--- src/rtl/instr_encoder_if.sv ---
// instr_encoder_if: descriptor input, memory write port and status bundle of the instruction encoder
// master drives session control, descriptors and wr_ready; slave is the encoder
interface instr_encoder_if;
    logic        start;
    logic [31:0] base_addr;
    logic        in_valid;
    logic        in_ready;
    logic [2:0]  in_op;
    logic [4:0]  in_rd;
    logic [4:0]  in_rs1;
    logic [4:0]  in_rs2;
    logic [31:0] in_imm;
    logic        in_last;
    logic        wr_en;
    logic [31:0] wr_addr;
    logic [31:0] wr_data;
    logic        wr_ready;
    logic        busy;
    logic        done;
    logic        err;
    modport master (
        output start, base_addr, in_valid, in_op, in_rd, in_rs1, in_rs2, in_imm, in_last, wr_ready,
        input  in_ready, wr_en, wr_addr, wr_data, busy, done, err
    );
    modport slave (
        input  start, base_addr, in_valid, in_op, in_rd, in_rs1, in_rs2, in_imm, in_last, wr_ready,
        output in_ready, wr_en, wr_addr, wr_data, busy, done, err
    );
endinterface

--- src/rtl/instr_encoder.sv ---
// instr_encoder: encodes instruction descriptors into RV32I words and writes them to sequential memory addresses
// ports: clk, rst (async active-high); bus (slave) carries start/base_addr, the descriptor stream, the write port and busy/done/err
module instr_encoder (
    input logic            clk,
    input logic            rst,
    instr_encoder_if.slave bus
);
    localparam logic [1:0] IDLE = 2'd0, LOAD = 2'd1, DRAIN = 2'd2, DONE = 2'd3;
    localparam logic [31:0] NOP = 32'h0000_0013;
    logic [1:0]  state_q, state_d;
    logic [31:0] addr_q, addr_d, data_q, data_d, enc;
    logic        wr_en_q, wr_en_d, err_q, err_d;
    logic        ok, accept, hs, go, fit12, fit13, fit21;
    logic [31:0] imm;
    logic [4:0]  rd, rs1, rs2;
    assign imm = bus.in_imm;
    assign rd  = bus.in_rd;
    assign rs1 = bus.in_rs1;
    assign rs2 = bus.in_rs2;
    // a value fits in N signed bits when all bits above N-1 equal the sign bit
    assign fit12 = &imm[31:11] | ~|imm[31:11];
    assign fit13 = &imm[31:12] | ~|imm[31:12];
    assign fit21 = &imm[31:20] | ~|imm[31:20];
    assign ok = bus.in_op < 3'd2  ? 1'b1 :
                bus.in_op == 3'd5 ? fit13 & ~imm[0] :
                bus.in_op == 3'd6 ? fit21 & ~imm[0] : fit12;
    always_comb begin
        enc = NOP;
        case (bus.in_op)
            3'd0: enc = {7'b0000000, rs2, rs1, 3'b000, rd, 7'b0110011};
            3'd1: enc = {7'b0100000, rs2, rs1, 3'b000, rd, 7'b0110011};
            3'd2: enc = {imm[11:0], rs1, 3'b000, rd, 7'b0010011};
            3'd3: enc = {imm[11:0], rs1, 3'b010, rd, 7'b0000011};
            3'd4: enc = {imm[11:5], rs2, rs1, 3'b010, imm[4:0], 7'b0100011};
            3'd5: enc = {imm[12], imm[10:5], rs2, rs1, 3'b000, imm[4:1], imm[11], 7'b1100011};
            3'd6: enc = {imm[20], imm[10:1], imm[11], imm[19:12], rd, 7'b1101111};
            3'd7: enc = {imm[11:0], rs1, 3'b000, rd, 7'b1100111};
            default: enc = NOP;
        endcase
    end
    assign go          = state_q == IDLE && bus.start;
    assign bus.in_ready = state_q == LOAD && (!wr_en_q || bus.wr_ready);
    assign accept      = bus.in_valid && bus.in_ready;
    assign hs          = wr_en_q && bus.wr_ready;
    // the counter always holds the address of the pending (or next) write, so a
    // reload in the same cycle as a handshake picks up the already-advanced slot
    assign addr_d  = go ? bus.base_addr : hs ? addr_q + 32'd4 : addr_q;
    assign data_d  = accept ? (ok ? enc : NOP) : data_q;
    assign wr_en_d = accept | (wr_en_q & ~bus.wr_ready);
    assign err_d   = go ? 1'b0 : err_q | (accept & ~ok);
    assign state_d = state_q == IDLE  ? (go ? LOAD : IDLE) :
                     state_q == LOAD  ? (accept && bus.in_last ? DRAIN : LOAD) :
                     state_q == DRAIN ? (wr_en_q ? DRAIN : DONE) : IDLE;
    always_ff @(posedge clk or posedge rst) begin
        if (rst) begin
            state_q <= IDLE;
            addr_q  <= '0;
            data_q  <= '0;
            wr_en_q <= 1'b0;
            err_q   <= 1'b0;
        end else begin
            state_q <= state_d;
            addr_q  <= addr_d;
            data_q  <= data_d;
            wr_en_q <= wr_en_d;
            err_q   <= err_d;
        end
    end
    assign bus.wr_en   = wr_en_q;
    assign bus.wr_addr = addr_q;
    assign bus.wr_data = data_q;
    assign bus.busy    = state_q != IDLE;
    assign bus.done    = state_q == DONE;
    assign bus.err     = err_q;
endmodule

--- src/flat_wrapper.sv ---
// flat-port wrapper written by rule: the top's interface ports become plain ports
module instr_encoder_flat 
  (clk, rst, bus_start, bus_base_addr, bus_in_valid, bus_in_op, bus_in_rd, bus_in_rs1, bus_in_rs2, bus_in_imm, bus_in_last, bus_wr_ready, bus_in_ready, bus_wr_en, bus_wr_addr, bus_wr_data, bus_busy, bus_done, bus_err);
  instr_encoder_if bus_i ();
  input logic clk;
  input logic rst;
  input wire logic [$bits(bus_i.start)-1:0] bus_start;
  input wire logic [$bits(bus_i.base_addr)-1:0] bus_base_addr;
  input wire logic [$bits(bus_i.in_valid)-1:0] bus_in_valid;
  input wire logic [$bits(bus_i.in_op)-1:0] bus_in_op;
  input wire logic [$bits(bus_i.in_rd)-1:0] bus_in_rd;
  input wire logic [$bits(bus_i.in_rs1)-1:0] bus_in_rs1;
  input wire logic [$bits(bus_i.in_rs2)-1:0] bus_in_rs2;
  input wire logic [$bits(bus_i.in_imm)-1:0] bus_in_imm;
  input wire logic [$bits(bus_i.in_last)-1:0] bus_in_last;
  input wire logic [$bits(bus_i.wr_ready)-1:0] bus_wr_ready;
  output wire logic [$bits(bus_i.in_ready)-1:0] bus_in_ready;
  output wire logic [$bits(bus_i.wr_en)-1:0] bus_wr_en;
  output wire logic [$bits(bus_i.wr_addr)-1:0] bus_wr_addr;
  output wire logic [$bits(bus_i.wr_data)-1:0] bus_wr_data;
  output wire logic [$bits(bus_i.busy)-1:0] bus_busy;
  output wire logic [$bits(bus_i.done)-1:0] bus_done;
  output wire logic [$bits(bus_i.err)-1:0] bus_err;
  assign bus_i.start = bus_start;
  assign bus_i.base_addr = bus_base_addr;
  assign bus_i.in_valid = bus_in_valid;
  assign bus_i.in_op = bus_in_op;
  assign bus_i.in_rd = bus_in_rd;
  assign bus_i.in_rs1 = bus_in_rs1;
  assign bus_i.in_rs2 = bus_in_rs2;
  assign bus_i.in_imm = bus_in_imm;
  assign bus_i.in_last = bus_in_last;
  assign bus_i.wr_ready = bus_wr_ready;
  assign bus_in_ready = bus_i.in_ready;
  assign bus_wr_en = bus_i.wr_en;
  assign bus_wr_addr = bus_i.wr_addr;
  assign bus_wr_data = bus_i.wr_data;
  assign bus_busy = bus_i.busy;
  assign bus_done = bus_i.done;
  assign bus_err = bus_i.err;
  instr_encoder u_core (.clk(clk), .rst(rst), .bus(bus_i));
endmodule
--- config.mk ---
export PLATFORM = sky130hd
export DESIGN_NAME = instr_encoder_flat
export DESIGN_NICKNAME = d
export VERILOG_FILES = /design/src/rtl/instr_encoder_if.sv /design/src/rtl/instr_encoder.sv /design/src/flat_wrapper.sv
export SDC_FILE = /design/constraint.sdc
export NUM_CORES = 1
export LEC_CHECK = 0
export CORE_MARGIN = 3
export CORE_UTILIZATION = 43
export CTS_CLUSTER_SIZE = 16
export DETAILED_ROUTE_END_ITERATION = 12
export PLACE_DENSITY = 0.86
export SYNTH_ARGS = -nofsm -noshare
export SYNTH_HDL_FRONTEND = slang
export SYNTH_SLANG_ARGS = --single-unit
--- constraint.sdc ---
create_clock -name clk -period 2.2 [get_ports clk]
set_input_delay 0.33 -clock clk [delete_from_list [all_inputs] [get_ports clk]]
set_output_delay 0.33 -clock clk [all_outputs]
set_load 0.01 [all_outputs]
==> results.md <==
* Adder-cell share of the synthesized area at 0.337%
* Final core utilization at 70.0%
* Final hold vios at 0
* Vias in the first global route at 3839
* Crit path max-delay family: simple AND/OR/NAND/NOR gates
* Final Slew Violations at 0
* Vias at 3743
* Routed wl met2 at 5700 um
* Worst setup path class: primary input to flip-flop
* Data arrival, critical path at 2.39 ns
* Drt pass-1 iters at 6
* Total global-route track usage at 23.2%
* Yosys top cell area share at 45.2%
* Max-cap violations at 0
* Core area at 8300 um2
* Power density over cell area at 1050 nW/um2
* Worst-path clk slew at 0.08 ns
* Share of cells above drive strength 1 at 11.9%
* Routability Congestion at 0.822
* Largest cells by area after synthesis: dfrtp_1, nand2_1, mux2i_1
* CTS tree: yes
* # rows at 33
* Worst path cell trace: clkdlybuf4s50_1 > or4_4 > or3_1 > a2bb2o_4 > a2111oi_4 > buf_12 > a211oi_1
* Smallest hold slack at 0.333 ns
* CTS Sinks at 67
* Ys flop type: dfrtp_1
* Largest family of logic cells by synthesized area: simple AND/OR/NAND/NOR gates
* Worst-Margin Slew at 0.478 ns
* CP max FO at 16
* CP Launch Type: primary input
* Residual DRC at 0
* Synth area leader: dfrtp_1
* Post-synth EDFFs at 0
* Final setup vio count at 0
* Die height at 98.9 um
* Buffers plus inverters on the worst setup path at 2
* Htree depth at 3
* PortBufs at 156
* Die ar. at 9780 um2
* Layout area overhead at 56.7%
* Post-DP HPWL at 8710 um
* Post-Syn Area per Cell at 9.25 um2
* Sequential area share after synthesis at 45.2%
* Synthesized area at 3710 um2
* Layout Nets at 664
* Drt initial violations at 104
* Unique masters post-synth at 47
* I/O pin count at 157
* Synth Net Count at 490
* First-pass GRT wire length at 18400 um
* Drt total wl at 11200 um
* Complex-gate fraction of the synthesized area at 15.1%
* Deepest clock path buffer count at 2
* Slowest cell on crit path: or4_4
* Highest metal used: met4
* Multi-input gate area at 1920 um2
* Peak supply drop at 0.000615 V
* Crit path time final at 2.15 ns
* Clock Skew at 0.00531 ns
* Mapped Cells at 401
* Wl on met1 at 4180 um
* Setup TNS at 0 ns
* TritonCTS buffer count at 9
* Critical Path RT at 2.44 ns
* Simple-gate share of the synthesized area at 23.8%
* Fill cell count at 623
* Min-Delay Path Class: primary input to async pin
* Worst reg2reg setup slack at 0.21 ns
* Antenna Diode Count at 0
* Global route overflow at 0
* Maximum clock frequency at 466 MHz
* Clk_lat worst skew at 0.34 ns
* Status: finished, final reports clean
* Register area at 1680 um2
* Via-to-Cell Ratio at 5.46
* DIE WIDTH at 98.9 um
* Avg WL per Cell at 16.3 um
* Critical Path Sink Type: flip-flop
* FF+latch count, synth at 67
* Rel. slew slack at 68.1%
* Initial antenna violation count at 0
* Number of routed nets with antenna violations at 0
* Initial Utilization at 44.7%
* Leak at 0.00232 uW
* Post-synthesis mux area share at 5.67%
* Post-route clock period utilization at 97.6%
* Root Driver: clkbuf_8
* Async SR Flop Fraction at 100%
* DR WL met3 at 1060 um
* YS warnings at 0
* Xor-xnor portion of the synthesized cell area at 6.38%
* Largest net degree at the start of global routing at 43
* Crit path largest cell delay at 0.56 ns
## metal layers
metal	global-route usage, %	vias up
met3	8.92	23
met2	42.1	161
li1	-	1776
met4	5.67	0
met1	25.4	1783
met5	0	-
## cell usage in the layout, fill, tap and decap left out, types with 3 or more instances in the layout
cell	count
a211oi_1	6
a211oi_2	9
a21oi_1	6
a22o_1	3
and2_1	4
and3_1	6
and4_1	5
buf_12	4
buf_4	27
clkbuf_8	9
clkdlybuf4s50_1	156
clkinvlp_4	3
dfrtp_1	67
inv_1	6
mux2i_1	21
nand2_1	67
nand2b_1	4
nand3_1	25
nand4_1	18
nor2_1	23
nor3_1	7
nor4_1	4
o21ai_0	37
xnor2_1	6
xor2_1	21
## Yosys cell counts (2+ instances only)
cell / instances
xor2_1: 21
nor3_1: 7
nand3_1: 25
nand2b_1: 4
a22o_1: 3
a211oi_2: 9
inv_1: 7
o21ai_0: 37
or4_1: 3
a21o_1: 2
and2_1: 5
xnor2_1: 6
dfrtp_1: 67
o32a_1: 2
nand4_1: 18
nor4_1: 5
mux2i_1: 21
o21ai_1: 2
buf_2: 2
nor2_1: 23
a21oi_1: 6
nand2_1: 67
o31ai_1: 2
clkbuf_1: 19
and3_1: 6
and4_1: 5
a211oi_1: 6
or3_1: 2
## sequential cells by signal, indices dropped and copies added, names as in the netlist, named ones only
| name | flops |
|---|---|
| u_core.bus.err | 1 |
| u_core.bus.wr_addr | 32 |
| u_core.bus.wr_data | 31 |
| u_core.bus.wr_en | 1 |
| u_core.state_q | 1 |
## through the flow
step / instance area, um2 / setup WS (ns) / total power [uW] / cells
floorplan: 3710 / 0.187 / 3410 / 401
finish: 5810 / 0.0519 / 6090 / 685
detailed placement: 5560 / -0.492 / 4980 / 668
CTS: 5800 / 0.0257 / 6130 / 685
global placement: 5560 / -0.412 / 4870 / 668
global route: 5810 / -0.000168 / 6480 / 685
## path summary, 6_finish.rpt
path                                                    start                                  to  cells after the start
setup / recovery                               bus_in_imm[16]  u_core.bus.wr_data[21]$_DFFE_PP0P_                      7
hold / removal                                            rst  u_core.bus.wr_data[29]$_DFFE_PP0P_                      2
setup reg to reg           u_core.bus.wr_addr[12]$_DFFE_PP0P_  u_core.bus.wr_addr[28]$_DFFE_PP0P_                      5
hold reg to reg             u_core.bus.wr_data[7]$_DFFE_PP0P_   u_core.bus.wr_data[7]$_DFFE_PP0P_                      2
max in group asynchronous                                 rst   u_core.bus.wr_addr[8]$_DFFE_PP0P_                      3
min in group clk            u_core.bus.wr_data[7]$_DFFE_PP0P_   u_core.bus.wr_data[7]$_DFFE_PP0P_                      2
## final cells by class
| class | instances | area share (%) |
|---|---|---|
| inverter | 7 | 0.452 |
| sequential | 67 | 28.8 |
| clock inverter | 7 | 1.59 |
| timing repair buffer | 187 | 31.7 |
| tap | 105 | 2.26 |
| clock buffer | 9 | 2.13 |
| multi-input combinational | 303 | 33.0 |
## worst reg2reg max path, cell delays in order, from the launching register on
cell,delay (ns)
dfrtp_1,0.44
nand3_1,0.21
or4_1,0.62
nor4_1,0.36
xnor2_1,0.17
o21ai_1,0.08
## repair_timing
item	CTS	global route
buffers inserted	1	0
hold buffers	0	0
cloned	0	0
gates resized for setup	0	3
pin swaps	1	0
setup endpoints to repair	16	5
## report_power, final
part | switching, uW | internal [uW] | total, uW
Clock | 485 | 633 | 1120
Combinational | 1250 | 1530 | 2770
Sequential | 496 | 1710 | 2200
Total | 2230 | 3870 | 6090
## cell families after synthesis
group / Yosys count
AO/OA/AOI/OAI: 77
XOR/XNOR: 27
adder cells (fa/ha/maj): 1
buffers and inverters: 31
flip-flops: 67
multiplexers: 21
AND/OR/NAND/NOR: 177
Note: power is estimated with default switching activity, not from simulation.
